<file path="config.mk">
export PLATFORM = sky130hd
export DESIGN_NAME = vga_scan_ctrl
export DESIGN_NICKNAME = d
export VERILOG_FILES = /design/src/rtl/vga_scan_ctrl.sv
export SDC_FILE = /design/constraint.sdc
export NUM_CORES = 1
export LEC_CHECK = 0
export CELL_PAD_IN_SITES_DETAIL_PLACEMENT = 0
export CELL_PAD_IN_SITES_GLOBAL_PLACEMENT = 1
export CORE_ASPECT_RATIO = 0.7
export CORE_MARGIN = 2
export CORE_UTILIZATION = 35
export DETAILED_ROUTE_END_ITERATION = 12
export PLACE_DENSITY_LB_ADDON = 0.25
export SYNTH_ARGS = -nofsm -noshare
export SYNTH_HDL_FRONTEND = slang
export SYNTH_SLANG_ARGS = --single-unit
</file>
<file path="constraint.sdc">
create_clock -name clk -period 2.1 [get_ports clk]
set_input_delay 0.525 -clock clk [delete_from_list [all_inputs] [get_ports clk]]
set_output_delay 0.525 -clock clk [all_outputs]
set_load 0.02 [all_outputs]
</file>
<file path="src/rtl/vga_scan_ctrl.sv">
// vga_scan_ctrl: 640x480@60 VGA timing generator and pixel output stage.
// Issues x/y scan coordinates to the overlay layers and drives the VGA pins.
//
// Ports:
//   clk         system clock (CLK_DIV clks per pixel)
//   rst         asynchronous active-high reset
//   rgb_in      composited pixel {R,G,B} for the current x,y
//   x, y        registered scan position, stable for a whole pixel period
//   video_on    x,y lies inside the visible area
//   pixel_tick  one-clk strobe on the last clk of each pixel period
//   frame_start one-clk strobe on the tick of the last pixel of a frame
//   hs, vs      registered syncs, active low, aligned with vga_r/g/b
//   vga_r/g/b   registered colour, one pixel behind x,y
//
// Build option: define VGA_TEST_PATTERN_EN to replace rgb_in with eight
// vertical colour bars, 80 pixels each.
module vga_scan_ctrl #(
  parameter int CLK_DIV   = 4,
  parameter int H_VISIBLE = 640,
  parameter int H_FRONT   = 16,
  parameter int H_SYNC    = 96,
  parameter int H_BACK    = 48,
  parameter int V_VISIBLE = 480,
  parameter int V_FRONT   = 10,
  parameter int V_SYNC    = 2,
  parameter int V_BACK    = 33
) (
  input  logic        clk,
  input  logic        rst,
  input  logic [11:0] rgb_in,
  output logic [9:0]  x,
  output logic [9:0]  y,
  output logic        video_on,
  output logic        pixel_tick,
  output logic        frame_start,
  output logic        hs,
  output logic        vs,
  output logic [3:0]  vga_r,
  output logic [3:0]  vga_g,
  output logic [3:0]  vga_b
);

  localparam int H_TOTAL = H_VISIBLE + H_FRONT + H_SYNC + H_BACK;
  localparam int V_TOTAL = V_VISIBLE + V_FRONT + V_SYNC + V_BACK;
  localparam int DW      = (CLK_DIV > 2) ? $clog2(CLK_DIV) : 1;

  localparam logic [DW-1:0] DIV_LAST = DW'(CLK_DIV - 1);

  localparam logic [9:0] X_LAST   = 10'(H_TOTAL - 1);
  localparam logic [9:0] Y_LAST   = 10'(V_TOTAL - 1);
  localparam logic [9:0] X_VIS    = 10'(H_VISIBLE);
  localparam logic [9:0] Y_VIS    = 10'(V_VISIBLE);
  localparam logic [9:0] HS_START = 10'(H_VISIBLE + H_FRONT);
  localparam logic [9:0] HS_END   = 10'(H_VISIBLE + H_FRONT + H_SYNC);
  localparam logic [9:0] VS_START = 10'(V_VISIBLE + V_FRONT);
  localparam logic [9:0] VS_END   = 10'(V_VISIBLE + V_FRONT + V_SYNC);

  logic [DW-1:0] div_q, div_d;
  logic [9:0]    x_q, x_d;
  logic [9:0]    y_q, y_d;
  logic [11:0]   rgb_q, rgb_d;
  logic          hs_q, hs_d;
  logic          vs_q, vs_d;

  logic          tick;
  logic          vis;
  logic          x_end;
  logic          y_end;
  logic          hs_raw;
  logic          vs_raw;
  logic [11:0]   pix_src;

  assign tick  = (div_q == DIV_LAST);
  assign x_end = (x_q == X_LAST);
  assign y_end = (y_q == Y_LAST);
  assign vis   = (x_q < X_VIS) && (y_q < Y_VIS);

  assign hs_raw = ~((x_q >= HS_START) && (x_q < HS_END));
  assign vs_raw = ~((y_q >= VS_START) && (y_q < VS_END));

`ifdef VGA_TEST_PATTERN_EN
  logic [2:0] bar;
  logic       unused_rgb;

  assign unused_rgb = ^rgb_in;

  // bar = x/80 as a compare chain, avoiding a divider
  always_comb begin
    bar = 3'd0;
    for (int i = 1; i < 8; i++) begin
      if (x_q >= 10'(80 * i)) begin
        bar = 3'(i);
      end
    end
  end

  always_comb begin
    pix_src = 12'h000;
    unique case (bar)
      3'd0: pix_src = 12'hFFF;
      3'd1: pix_src = 12'hFF0;
      3'd2: pix_src = 12'h0FF;
      3'd3: pix_src = 12'h0F0;
      3'd4: pix_src = 12'hF0F;
      3'd5: pix_src = 12'hF00;
      3'd6: pix_src = 12'h00F;
      3'd7: pix_src = 12'h000;
      default: pix_src = 12'h000;
    endcase
  end
`else
  assign pix_src = rgb_in;
`endif

  always_comb begin
    div_d = tick ? '0 : div_q + 1'b1;
    x_d   = x_q;
    y_d   = y_q;
    if (tick) begin
      if (x_end) begin
        x_d = 10'd0;
        y_d = y_end ? 10'd0 : y_q + 10'd1;
      end else begin
        x_d = x_q + 10'd1;
      end
    end
  end

  // Output stage samples only on the tick clk, so rgb_in may glitch
  // freely during the rest of the pixel period.
  always_comb begin
    rgb_d = rgb_q;
    hs_d  = hs_q;
    vs_d  = vs_q;
    if (tick) begin
      rgb_d = vis ? pix_src : 12'h000;
      hs_d  = hs_raw;
      vs_d  = vs_raw;
    end
  end

  always_ff @(posedge clk or posedge rst) begin
    if (rst) begin
      div_q <= '0;
      x_q   <= 10'd0;
      y_q   <= 10'd0;
      rgb_q <= 12'h000;
      hs_q  <= 1'b1;
      vs_q  <= 1'b1;
    end else begin
      div_q <= div_d;
      x_q   <= x_d;
      y_q   <= y_d;
      rgb_q <= rgb_d;
      hs_q  <= hs_d;
      vs_q  <= vs_d;
    end
  end

  assign x           = x_q;
  assign y           = y_q;
  assign video_on    = vis;
  assign pixel_tick  = tick;
  assign frame_start = tick && x_end && y_end;
  assign hs          = hs_q;
  assign vs          = vs_q;
  assign vga_r       = rgb_q[11:8];
  assign vga_g       = rgb_q[7:4];
  assign vga_b       = rgb_q[3:0];

endmodule

</file>
==> results of run 1 <==
==> worst paths after layout <==
check | start | end | slack (ns)
setup / recovery | y[1]$_DFFE_PP0P_ | frame_start | 0.10
hold / removal | div_q[0]$_DFF_PP0_ | div_q[0]$_DFF_PP0_ | 0.44
setup reg to reg | y[1]$_DFFE_PP0P_ | y[7]$_DFFE_PP0P_ | 0.27
hold reg to reg | div_q[0]$_DFF_PP0_ | div_q[0]$_DFF_PP0_ | 0.44
max in group asynchronous | rst | vs$_DFFE_PP1P_ | 1.11
min in group asynchronous | rst | rgb_q[4]$_DFFE_PP0P_ | 0.64
==> final cells by class <==
class	count	share of cell area, %
Sequential cell	36	33.7
Inverter	22	3.08
Clock inverter	2	0.373
Clock buffer	6	3.08
Tap cell	69	3.22
Timing Repair Buffer	82	27.2
Multi-Input combinational cell	119	29.3
==> critical path, delay by kind of cell (launching register included) <==
| kind | cells | cell delay [ns] |
|---|---|---|
| DFF | 1 | 0.38 |
| and+or+nand+nor | 3 | 0.43 |
| adders and majority gates | 1 | 0.14 |
| buffers and inverters | 2 | 0.24 |
==> layout by cell type, fill, tap and decap left out, types with 3 or more instances in the layout <==
master | Yosys | routed
and3_1 | 3 | 3
buf_4 | 0 | 32
clkbuf_8 | 0 | 6
clkdlybuf4s50_1 | 0 | 47
dfrtp_1 | 34 | 34
ha_1 | 5 | 5
inv_1 | 21 | 21
nand2_1 | 19 | 19
nand3_1 | 10 | 9
nand4_1 | 5 | 5
nor2_1 | 10 | 10
nor3_1 | 4 | 4
o21ai_0 | 8 | 8
o22ai_1 | 13 | 13
xnor2_1 | 4 | 4
xor2_1 | 3 | 3
==> sequential cells by signal, summed over array words and instances (netlist names) <==
register / count
y: 10
x: 10
div_q: 2
rgb_q: 12
hs: 1
vs: 1
==> report_power, final <==
group          switching, mW  internal, mW  total (mW)  leakage (nW)
clock network          0.241         0.262       0.503        0.0510
logic                 0.0423        0.0481      0.0904         0.693
registers            0.00598         0.705       0.711         0.454
==> cells by family after synthesis <==
logic type,synth area share (%)
mux,1.83
xor+xnor,3.44
simple gates,22.5
fa+ha+maj,3.51
buf+inv,5.97
flops,50.7
compound gates,12.0
==> cell usage after synthesis (2+ instances only) <==
cell type   n
dfrtp_1    34
inv_1      21
nand2_1    19
o22ai_1    13
nand3_1    10
nor2_1     10
o21ai_0     8
ha_1        5
nand4_1     5
nor3_1      4
xnor2_1     4
and3_1      3
clkbuf_1    3
xor2_1      3
a21o_1      2
a21oi_1     2
a31oi_1     2
and4_1      2
buf_1       2
dfstp_2     2
mux2_2      2
nand2b_1    2
o21ai_1     2
or4_1       2
==> metal layers <==
layer	vias up	track usage (%)	routed length, um
li1	806	-	-
met1	747	25.9	2290
met2	31	20.9	1800
met3	6	4.33	190
met4	0	5.04	59
met5	-	0	0
==> repair_timing <==
item | 4_1_cts | 5_1_grt
setup buffers | 0 | 1
resized for setup | 7 | 3
endpoints found under the setup margin | 3 | 2
hold buffers | 0 | 0
pin swaps | 1 | 1
==> stage by stage <==
step                      total power [mW]  setup slack (ns)
final                                 1.30             0.102
after global routing                  1.36          -0.00350
after CTS                             1.32            0.0361
after detailed placement             0.816           -0.0982
after global placement               0.816           -0.0642
after floorplan                      0.759            0.0396
==> summary.txt, run 1 <==
Route
  • Initial detailed-routing violation count: 53
  • Detailed-routing iteration count for the pre-antenna-repair pass: 4
  • Wirelength per Cell: 12.9 um
  • Vias per Instance: 4.73
  • Post-DRT Antenna Nets: 0
  • Number of DRC violations after detailed routing: 0
  • Via Count: 1,590
  • Wirelength, routed: 4340 um

Synthesis
  • Post-synthesis net count: 202
  • Most area-hungry cell type in the Yosys netlist: dfrtp_1
  • Number of synthesized register bits: 36
  • Mean instance size in the synthesized netlist: 9.74 um2
  • Post-synth EDFFs: 0
  • Post-synth top area share: 47.8%
  • Netlist cell types: 45
  • Total of warnings raised by yosys: 0
  • Mapped Cells: 183
  • Netlist area before placement: 1780 um2
  • Register area share after synthesis: 50.7%
  • Synth async-reset ratio: 100%
  • Synth area leaders: dfrtp_1 (48%), o22ai_1 (4.6%), inv_1 (4.4%), nand2_1 (4.0%), ha_1 (3.5%)
  • Synth Flop Type: dfrtp_1

Layout
  • Share of final-layout standard cells stronger than drive strength 1: 20.2%
  • Register cell area after layout: 903 um2
  • Final Instance Count excl. Fillers: 336
  • Final Net Count: 285
  • Filler cells: 459
  • Final instance area: 2680 um2
  • Number of inserted diodes: 0
  • Utilization of the core after routing: 55.4%
  • Multi-input logic area: 786 um2
  • Area added between synthesis and finish: 50.4%

Setup path
  • Biggest cell delay along the critical path: 0.38 ns
  • Critical path type: reg2out
  • CP max FO: 2
  • Cell type of the slowest stage on the worst timing path: dfrtp_1
  • Crit path cell chain: inv_1 -> ha_1 -> nor4b_4 -> nand3_2 -> nor2_1 -> buf_2
  • Category of the worst setup path capture point: output pin
  • Worst Path Arrival: 1.47 ns
  • Count of cells along the worst register-to-register path: 8
  • Crit path launch type: flop
  • Required time of the critical path: 1.57 ns

Clocking
  • Maximum level of the CTS H-tree: 2
  • Clock insertion delay at the later pin of the skew report: 0.28 ns
  • Maximum clock path buffer count: 2
  • Clock Sink Count: 36
  • Clock input transition at the sequential cells of the worst setup and hold paths: 0.07 ns
  • TritonCTS clock tree: built
  • Total CTS buffers: 5
  • Cell at the root of the clock tree: clkbuf_8

Hold path
  • Worst hold path type: reg2reg
  • Number of cells on the worst hold path: 1

Floorplanning
  • Row count: 21
  • X dimension of the die: 89.3 um
  • Core region area: 4830 um2
  • Ports placed on the boundary: 51
  • Area of the die: 5690 um2
  • Die boundary height: 63.7 um
  • Initial Util: 36.9%

Place
  • Number of I/O port buffers: 50
  • Placed Instance Area: 2580 um2
  • Half-perimeter wire length of the detailed placement result: 3220 um
  • Global placement routability congestion: 0.805
  • Post-Place Cells: 327

Pwr
  • VDD IR max: 252 uV
  • Power density of the placed cells: 487 nW/um2
  • Lkg Pwr: 1.20 nW

Job
  • Number of max-cap violations: 0

STA
  • Minimum hold slack: 0.436 ns
  • Final setup violating endpoints: 0
  • Maximum clock frequency: 501 MHz
  • Number of max-slew violations in the final report: 0
  • Accumulated negative setup slack: 0 ns
  • Worst max-slew margin expressed relative to the limit: 69.4%
  • Worst Clk Skew: 0.00483 ns
  • Transition time at the pin with the least slew margin: 0.459 ns
  • Final worst-path cycle share: 95.1%
  • Tmin final: 2.00 ns
  • Final-report hold violation count: 0

Global routing
  • Vias in the first global route: 1,451
  • Pin count of the biggest net entering global routing: 37
  • Global-route wire length before repair: 7130 um
  • Remaining Overflow, GRT: 0
  • Total routing usage reported by global routing: 16.3%
  • Antenna violations before repair: 0

Run status
  • Status: finished clean
No activity file was read; power rests on OpenSTA's default activity.
==> inputs of run 2 (changes only) <==
--- a/config.mk
+++ b/config.mk
@@ -10,3 +10,2 @@
 export CORE_ASPECT_RATIO = 0.7
-export CORE_MARGIN = 2
 export CORE_UTILIZATION = 35
--- a/constraint.sdc
+++ b/constraint.sdc
@@ -3,2 +3,2 @@
 set_output_delay 0.525 -clock clk [all_outputs]
-set_load 0.02 [all_outputs]
+set_load 0.05 [all_outputs]
==> run 2 against run 1 <==
Net effect:
- sequential power barely moved
- die area fell by 5.3%
- worst hold slack got worse by 0.0074 ns
- utilization fell by 2.0 points
- global-route usage rose by 1.1 points
- register-to-register slack barely moved
- non-clock buffer count fell by 18
- clock-buffer cell count rose by 2
- critical path type unchanged
- largest cell class unchanged
==> summary.txt, run 2 (synthesized netlist as in run 1, its figures left out) <==
STA
  • Transition time at the pin with the least slew margin: 0.509 ns (was 0.459 ns)
  • Minimum hold slack: 0.428 ns (was 0.436 ns)
  • Worst Clk Skew: 0.00519 ns (was 0.00483 ns)
  • Maximum clock frequency: 487 MHz (was 501 MHz)
  • Setup repair after global routing missed its margin: yes
  • Number of max-slew violations in the final report: 0 (unchanged)
  • Tmin final: 2.05 ns (was 2.00 ns)
  • Worst setup margin: 0.0484 ns (was 0.102 ns)
  • Final setup violating endpoints: 0 (unchanged)
  • Final-report hold violation count: 0 (unchanged)
  • Final worst-path cycle share: 97.7% (was 95.1%)
  • Worst max-slew margin expressed relative to the limit: 65.9% (was 69.4%)

Global routing
  • Antenna violations before repair: 0 (unchanged)
  • Total routing usage reported by global routing: 17.4% (was 16.3%)
  • Vias in the first global route: 1,367 (was 1,451)
  • Remaining Overflow, GRT: 0 (unchanged)
  • Global-route wire length before repair: 6980 um (was 7130 um)
  • Pin count of the biggest net entering global routing: 40 (was 37)

Setup path
  • Crit path launch type: flop (unchanged)
  • Required time of the critical path: 1.57 ns (about the same)
  • Crit path cell chain: inv_2 -> ha_4 -> nor4b_4 -> nand3_2 -> nor2_4 -> buf_12 (was inv_1 -> ha_1 -> nor4b_4 -> nand3_2 -> nor2_1 -> buf_2)
  • Category of the worst setup path capture point: output pin (unchanged)
  • Worst Path Arrival: 1.53 ns (was 1.47 ns)
  • Critical path type: reg2out (unchanged)
  • CP max FO: 3 (was 2)
  • Biggest cell delay along the critical path: 0.43 ns (was 0.38 ns)
  • Cell type of the slowest stage on the worst timing path: dfrtp_2 (was dfrtp_1)

Layout
  • Number of inserted diodes: 0 (unchanged)
  • Final Instance Count excl. Fillers: 318 (was 336)
  • Leading cell types in the layout, fill and taps excluded: buf_4 (33), clkdlybuf4s50_1 (27), dfrtp_1 (26) (was clkdlybuf4s50_1 (47), dfrtp_1 (34), buf_4 (32))
  • Area added between synthesis and finish: 44.9% (was 50.4%)
  • Share of final-layout standard cells stronger than drive strength 1: 27.3% (was 20.2%)
  • Utilization of the core after routing: 53.4% (was 55.4%)
  • Number of flip-flops in the largest register: 12 (unchanged)
  • Leading cell type in the layout, fill and taps excluded: buf_4 (was clkdlybuf4s50_1)
  • Largest Register: rgb_q (unchanged)
  • Final Net Count: 267 (was 285)
  • Filler cells: 462 (was 459)

Place
  • Post-Place Cells: 304 (was 327)
  • Placement-stage worst setup slack: 0.192 ns (was -0.0982 ns)
  • Number of I/O port buffers: 50 (unchanged)
  • Half-perimeter wire length of the detailed placement result: 2880 um (was 3220 um)
  • Global placement routability congestion: 0.773 (was 0.805)

Floorplanning
  • Ports placed on the boundary: 51 (unchanged)
  • X dimension of the die: 87.3 um (was 89.3 um)
  • Row count: 21 (unchanged)
  • Core region area: 4830 um2 (unchanged)
  • Area of the die: 5380 um2 (was 5690 um2)
  • Initial Util: 36.9% (unchanged)
  • Die boundary height: 61.7 um (was 63.7 um)

Clocking
  • Number of hold buffers added after CTS: 0 (unchanged)
  • Clock Sink Count: 36 (unchanged)
  • Maximum clock path buffer count: 2 (unchanged)
  • Maximum level of the CTS H-tree: 2 (unchanged)
  • Clock input transition at the sequential cells of the worst setup and hold paths: 0.07 ns (about the same)
  • Cell at the root of the clock tree: clkbuf_8 (unchanged)
  • Total CTS buffers: 5 (unchanged)
  • Clock insertion delay at the later pin of the skew report: 0.28 ns (about the same)
  • TritonCTS clock tree: built (unchanged)

Route
  • Wirelength per Cell: 13.7 um (was 12.9 um)
  • Initial detailed-routing violation count: 66 (was 53)
  • Detailed-routing iteration count for the pre-antenna-repair pass: 4 (unchanged)
  • Number of DRC violations after detailed routing: 0 (unchanged)
  • Vias per Instance: 4.87 (was 4.73)
  • Via Count: 1,548 (was 1,590)
  • Post-DRT Antenna Nets: 0 (unchanged)
  • Wirelength, routed: 4350 um (was 4340 um)

Hold path
  • Worst hold path type: reg2reg (unchanged)

Run status
  • Status: finished clean (unchanged)

Pwr
  • Power after layout: 1.34 mW (was 1.30 mW)
  • Power density of the placed cells: 517 nW/um2 (was 487 nW/um2)
  • VDD IR max: 185 uV (was 252 uV)
  • Lkg Pwr: 1.14 nW (was 1.20 nW)

Job
  • Number of max-cap violations: 0 (unchanged)
[run 2: cell count changes in the layout (fill, tap and decap cells not counted), sizes merged]
| cell | before | now |
|---|---|---|
| buf | 33 | 37 |
| clkbuf | 7 | 8 |
| clkdlybuf4s50 | 47 | 27 |
| clkinv | 2 | 0 |
| dlygate4sd2 | 1 | 0 |
[run 2: final cells by class]
class,count,area (um2),area share (%)
inverters,22,82.6,3.20
flip-flops and latches,36,913,35.4
multi-input cells,119,811,31.4
well taps,69,86.3,3.34
repair buffers,64,598,23.2
clock buffers,8,90.1,3.49
[run 2: report_power, final]
group | internal (mW) | switching (mW)
clock | 0.268 | 0.236
sequential | 0.705 | 0.00574
combinational | 0.0505 | 0.0703
[run 2: critical path, delay by kind of cell (launching register included)]
kind / cells / cell delay (ns)
DFF: 1 / 0.43
and+or+nand+nor: 3 / 0.49
buffers and inverters: 2 / 0.21
adders and majority gates: 1 / 0.12
[run 2: path summary, 6_finish.rpt]
path | startpoint | end | slack (ns) | depth (start not counted)
setup / recovery | y[1]$_DFFE_PP0P_ | frame_start | 0.05 | 6
hold / removal | div_q[0]$_DFF_PP0_ | div_q[0]$_DFF_PP0_ | 0.43 | 1
setup reg to reg | y[1]$_DFFE_PP0P_ | y[5]$_DFFE_PP0P_ | 0.26 | 8
hold reg to reg | div_q[0]$_DFF_PP0_ | div_q[0]$_DFF_PP0_ | 0.43 | 1
max in group asynchronous | rst | hs$_DFFE_PP1P_ | 1.25 | 3
min in group asynchronous | rst | rgb_q[4]$_DFFE_PP0P_ | 0.60 | 3
[run 2: timing repair]
action,in CTS,in global routing
hold endpoints to repair,0,0
pin swaps,2,3
gates resized for setup,2,6
setup endpoints to repair,1,1
setup buffers,4,2
[run 2: per-stage QoR]
stage | instance area, um2 | TNS [ns]
after floorplan | 1800 | 0
after CTS | 2550 | 0
after global placement | 2420 | 0
after global routing | 2580 | -0.0396
final | 2580 | 0
after detailed placement | 2420 | 0
[run 2: per-layer routing]
metal / track usage (%) / part of all wire (%)
met3: 4.89 / 4.8
met2: 24.0 / 42
met5: 0 / 0
met4: 5.62 / 0.87
met1: 26.1 / 52
==> inputs of run 3 (changes only) <==
Settings changed: CAP_MARGIN set to 20, SETUP_SLACK_MARGIN set to 0.3.
==> run 3 against run 2 <==
Net effect:
- worst setup slack worse by 0.027 ns
- worst hold slack better by 0.058 ns
- critical path depth stayed put
- largest power group unchanged
- total power is 0.75% higher
- via count is 6.5% higher
- clock-buffer cell count is 1 lower
- final area is 12% higher
- critical endpoint unchanged
- critical path type unchanged
- sequential share of layout area is 3.4 points lower
- first-iteration DRC count is 17% higher
- cell count is 5.3% higher
- combinational power is 3% lower
==> summary.txt, run 3 (synthesized netlist as in run 1, its figures left out) <==
Layout
  • Final Instance Count excl. Fillers: 335 (was 318)
  • Largest Register: rgb_q (unchanged)
  • Final Net Count: 284 (was 267)
  • Share of final-layout standard cells stronger than drive strength 1: 39.1% (was 27.3%)
  • Leading cell type in the layout, fill and taps excluded: buf_4 (unchanged)
  • Utilization of the core after routing: 59.7% (was 53.4%)
  • Number of flip-flops in the largest register: 12 (unchanged)
  • Leading cell types in the layout, fill and taps excluded: buf_4 (34), nand2_1 (19), dlygate4sd2_1 (19) (was buf_4 (33), clkdlybuf4s50_1 (27), dfrtp_1 (26))
  • Number of inserted diodes: 0 (unchanged)
  • Area added between synthesis and finish: 62.1% (was 44.9%)

Pwr
  • Part of the total power dissipated in sequential elements: 52.8% (was 53.2%)
  • VDD IR max: 354 uV (was 185 uV)
  • Int Power: 1.02 mW (about the same)
  • Proportion of power drawn by combinational gates: 8.7% (was 9.0%)
  • Switching Fraction: 24.5% (was 23.4%)
  • Power dissipated by switching net loads: 0.329 mW (was 0.312 mW)
  • Lkg Pwr: 1.32 nW (was 1.14 nW)
  • Power density of the placed cells: 466 nW/um2 (was 517 nW/um2)
  • Share of total power in the clock network: 38.5% (was 37.7%)

Clocking
  • Clock input transition at the sequential cells of the worst setup and hold paths: 0.07 ns (about the same)
  • Clock insertion delay at the later pin of the skew report: 0.28 ns (about the same)
  • TritonCTS clock tree: built (unchanged)
  • Cell at the root of the clock tree: clkbuf_8 (unchanged)
  • Total CTS buffers: 5 (unchanged)
  • Clock Sink Count: 36 (unchanged)
  • Maximum clock path buffer count: 2 (unchanged)
  • Maximum level of the CTS H-tree: 2 (unchanged)

Floorplanning
  • Area of the die: 5380 um2 (unchanged)
  • Row count: 21 (unchanged)
  • Die boundary height: 61.7 um (unchanged)
  • Core region area: 4830 um2 (unchanged)
  • X dimension of the die: 87.3 um (unchanged)
  • Initial Util: 36.9% (unchanged)
  • Ports placed on the boundary: 51 (unchanged)

Route
  • Top layer used by detailed routing: met4 (unchanged)
  • Vias per Instance: 4.92 (was 4.87)
  • Wirelength, routed: 4940 um (was 4350 um)
  • Detailed-routing iteration count for the pre-antenna-repair pass: 4 (unchanged)
  • Met3 WL post-DR: 237 um (was 208 um)
  • Met2 WL post-DR: 2230 um (was 1830 um)
  • Via Count: 1,649 (was 1,548)
  • Initial detailed-routing violation count: 77 (was 66)
  • Post-DRT Antenna Nets: 0 (unchanged)
  • Met1 wire length: 2400 um (was 2270 um)
  • Number of DRC violations after detailed routing: 0 (unchanged)
  • Wirelength per Cell: 14.7 um (was 13.7 um)

Setup path
  • Category of the worst setup path capture point: output pin (unchanged)
  • Critical path type: reg2out (unchanged)
  • CP max FO: 3 (unchanged)
  • Crit path launch type: flop (unchanged)
  • Required time of the critical path: 1.57 ns (about the same)
  • Worst Path Arrival: 1.55 ns (was 1.53 ns)

STA
  • Tmin final: 2.08 ns (was 2.05 ns)
  • Maximum clock frequency: 481 MHz (was 487 MHz)
  • Worst max-slew margin expressed relative to the limit: 66.8% (was 65.9%)
  • Final worst-path cycle share: 99.0% (was 97.7%)
  • Worst Clk Skew: 0.00544 ns (was 0.00519 ns)
  • Final setup violating endpoints: 0 (unchanged)
  • Setup repair after global routing missed its margin: yes (unchanged)
  • Worst setup margin: 0.0218 ns (was 0.0484 ns)
  • Number of max-slew violations in the final report: 0 (unchanged)
  • Minimum hold slack: 0.486 ns (was 0.428 ns)
  • Final-report hold violation count: 0 (unchanged)
  • Transition time at the pin with the least slew margin: 0.500 ns (was 0.509 ns)
  • Accumulated negative setup slack: 0 ns (unchanged)

Global routing
  • Antenna violations before repair: 0 (unchanged)
  • Global-route wire length before repair: 7220 um (was 6980 um)
  • Vias in the first global route: 1,455 (was 1,367)
  • Total routing usage reported by global routing: 18.0% (was 17.4%)
  • Remaining Overflow, GRT: 0 (unchanged)
  • Pin count of the biggest net entering global routing: 37 (was 40)

Hold path
  • Worst hold path type: reg2reg (unchanged)

Job
  • Number of max-cap violations: 0 (unchanged)

Place
  • Number of I/O port buffers: 50 (unchanged)
  • Post-Place Cells: 302 (was 304)
  • Placement-stage worst setup slack: 0.262 ns (was 0.192 ns)
  • Half-perimeter wire length of the detailed placement result: 2860 um (was 2880 um)
  • Global placement routability congestion: 0.791 (was 0.773)

Run status
  • Status: finished clean (unchanged)
==> run 3: final cells by class <==
class,instances,area (um2)
fillers,430,1950
inverters,22,82.6
multi-input cells,119,923
clock inverters,1,7.51
well taps,69,86.3
repair buffers,81,777
flip-flops and latches,36,925
clock buffers,7,86.3
==> run 3: timing repair <==
item                       4_1_cts  5_1_grt
hold buffers                     0        0
pin swaps                        7       11
setup buffers                   17        6
setup endpoints to repair       26       25
cloned                           0        2
resized for setup               31       30
==> run 3: power groups by stage <==
| stage | logic [mW] | clock network (mW) | registers, mW |
|---|---|---|---|
| 2_1_floorplan | 0.0207 | 0 | 0.766 |
| 3_3_place_gp | 0.120 | 0 | 0.724 |
| 3_5_place_dp | 0.119 | 0 | 0.724 |
| 4_1_cts | 0.111 | 0.533 | 0.710 |
| 5_1_grt | 0.127 | 0.554 | 0.712 |
| 6_report | 0.117 | 0.518 | 0.710 |
==> run 3: worst max-delay path, cell delays in order, from the launching register on <==
cell and delay (ns):
dfrtp_2 0.43, inv_2 0.08, ha_4 0.12, nor4b_4 0.23, nand3_2 0.14, nor2_4 0.13, buf_12 0.14
==> run 3: final timing paths <==
kind                             startpoint  slack, ns  cells past startpoint               endpoint
max in group asynchronous               rst       1.09                      3         vs$_DFFE_PP1P_
hold reg to reg              vs$_DFFE_PP1P_       0.49                      2         vs$_DFFE_PP1P_
hold / removal               vs$_DFFE_PP1P_       0.49                      2         vs$_DFFE_PP1P_
min in group asynchronous               rst       0.64                      3  rgb_q[10]$_DFFE_PP0P_
setup / recovery           y[1]$_DFFE_PP0P_       0.02                      6            frame_start
setup reg to reg           y[1]$_DFFE_PP0P_       0.15                      9       y[5]$_DFFE_PP0P_
==> run 3: per-layer routing <==
layer	up-vias	track usage, %
li1	800	-
met3	8	4.23
met4	0	7.03
met5	-	0
met2	46	25.8
met1	795	26.6
==> run 3: per-stage QoR <==
| stage | area [um2] | power, mW |
|---|---|---|
| 2_1_floorplan | 1830 | 0.787 |
| 3_3_place_gp | 2440 | 0.843 |
| 3_5_place_dp | 2440 | 0.843 |
| 4_1_cts | 2670 | 1.35 |
| 5_1_grt | 2890 | 1.39 |
| 6_report | 2890 | 1.35 |
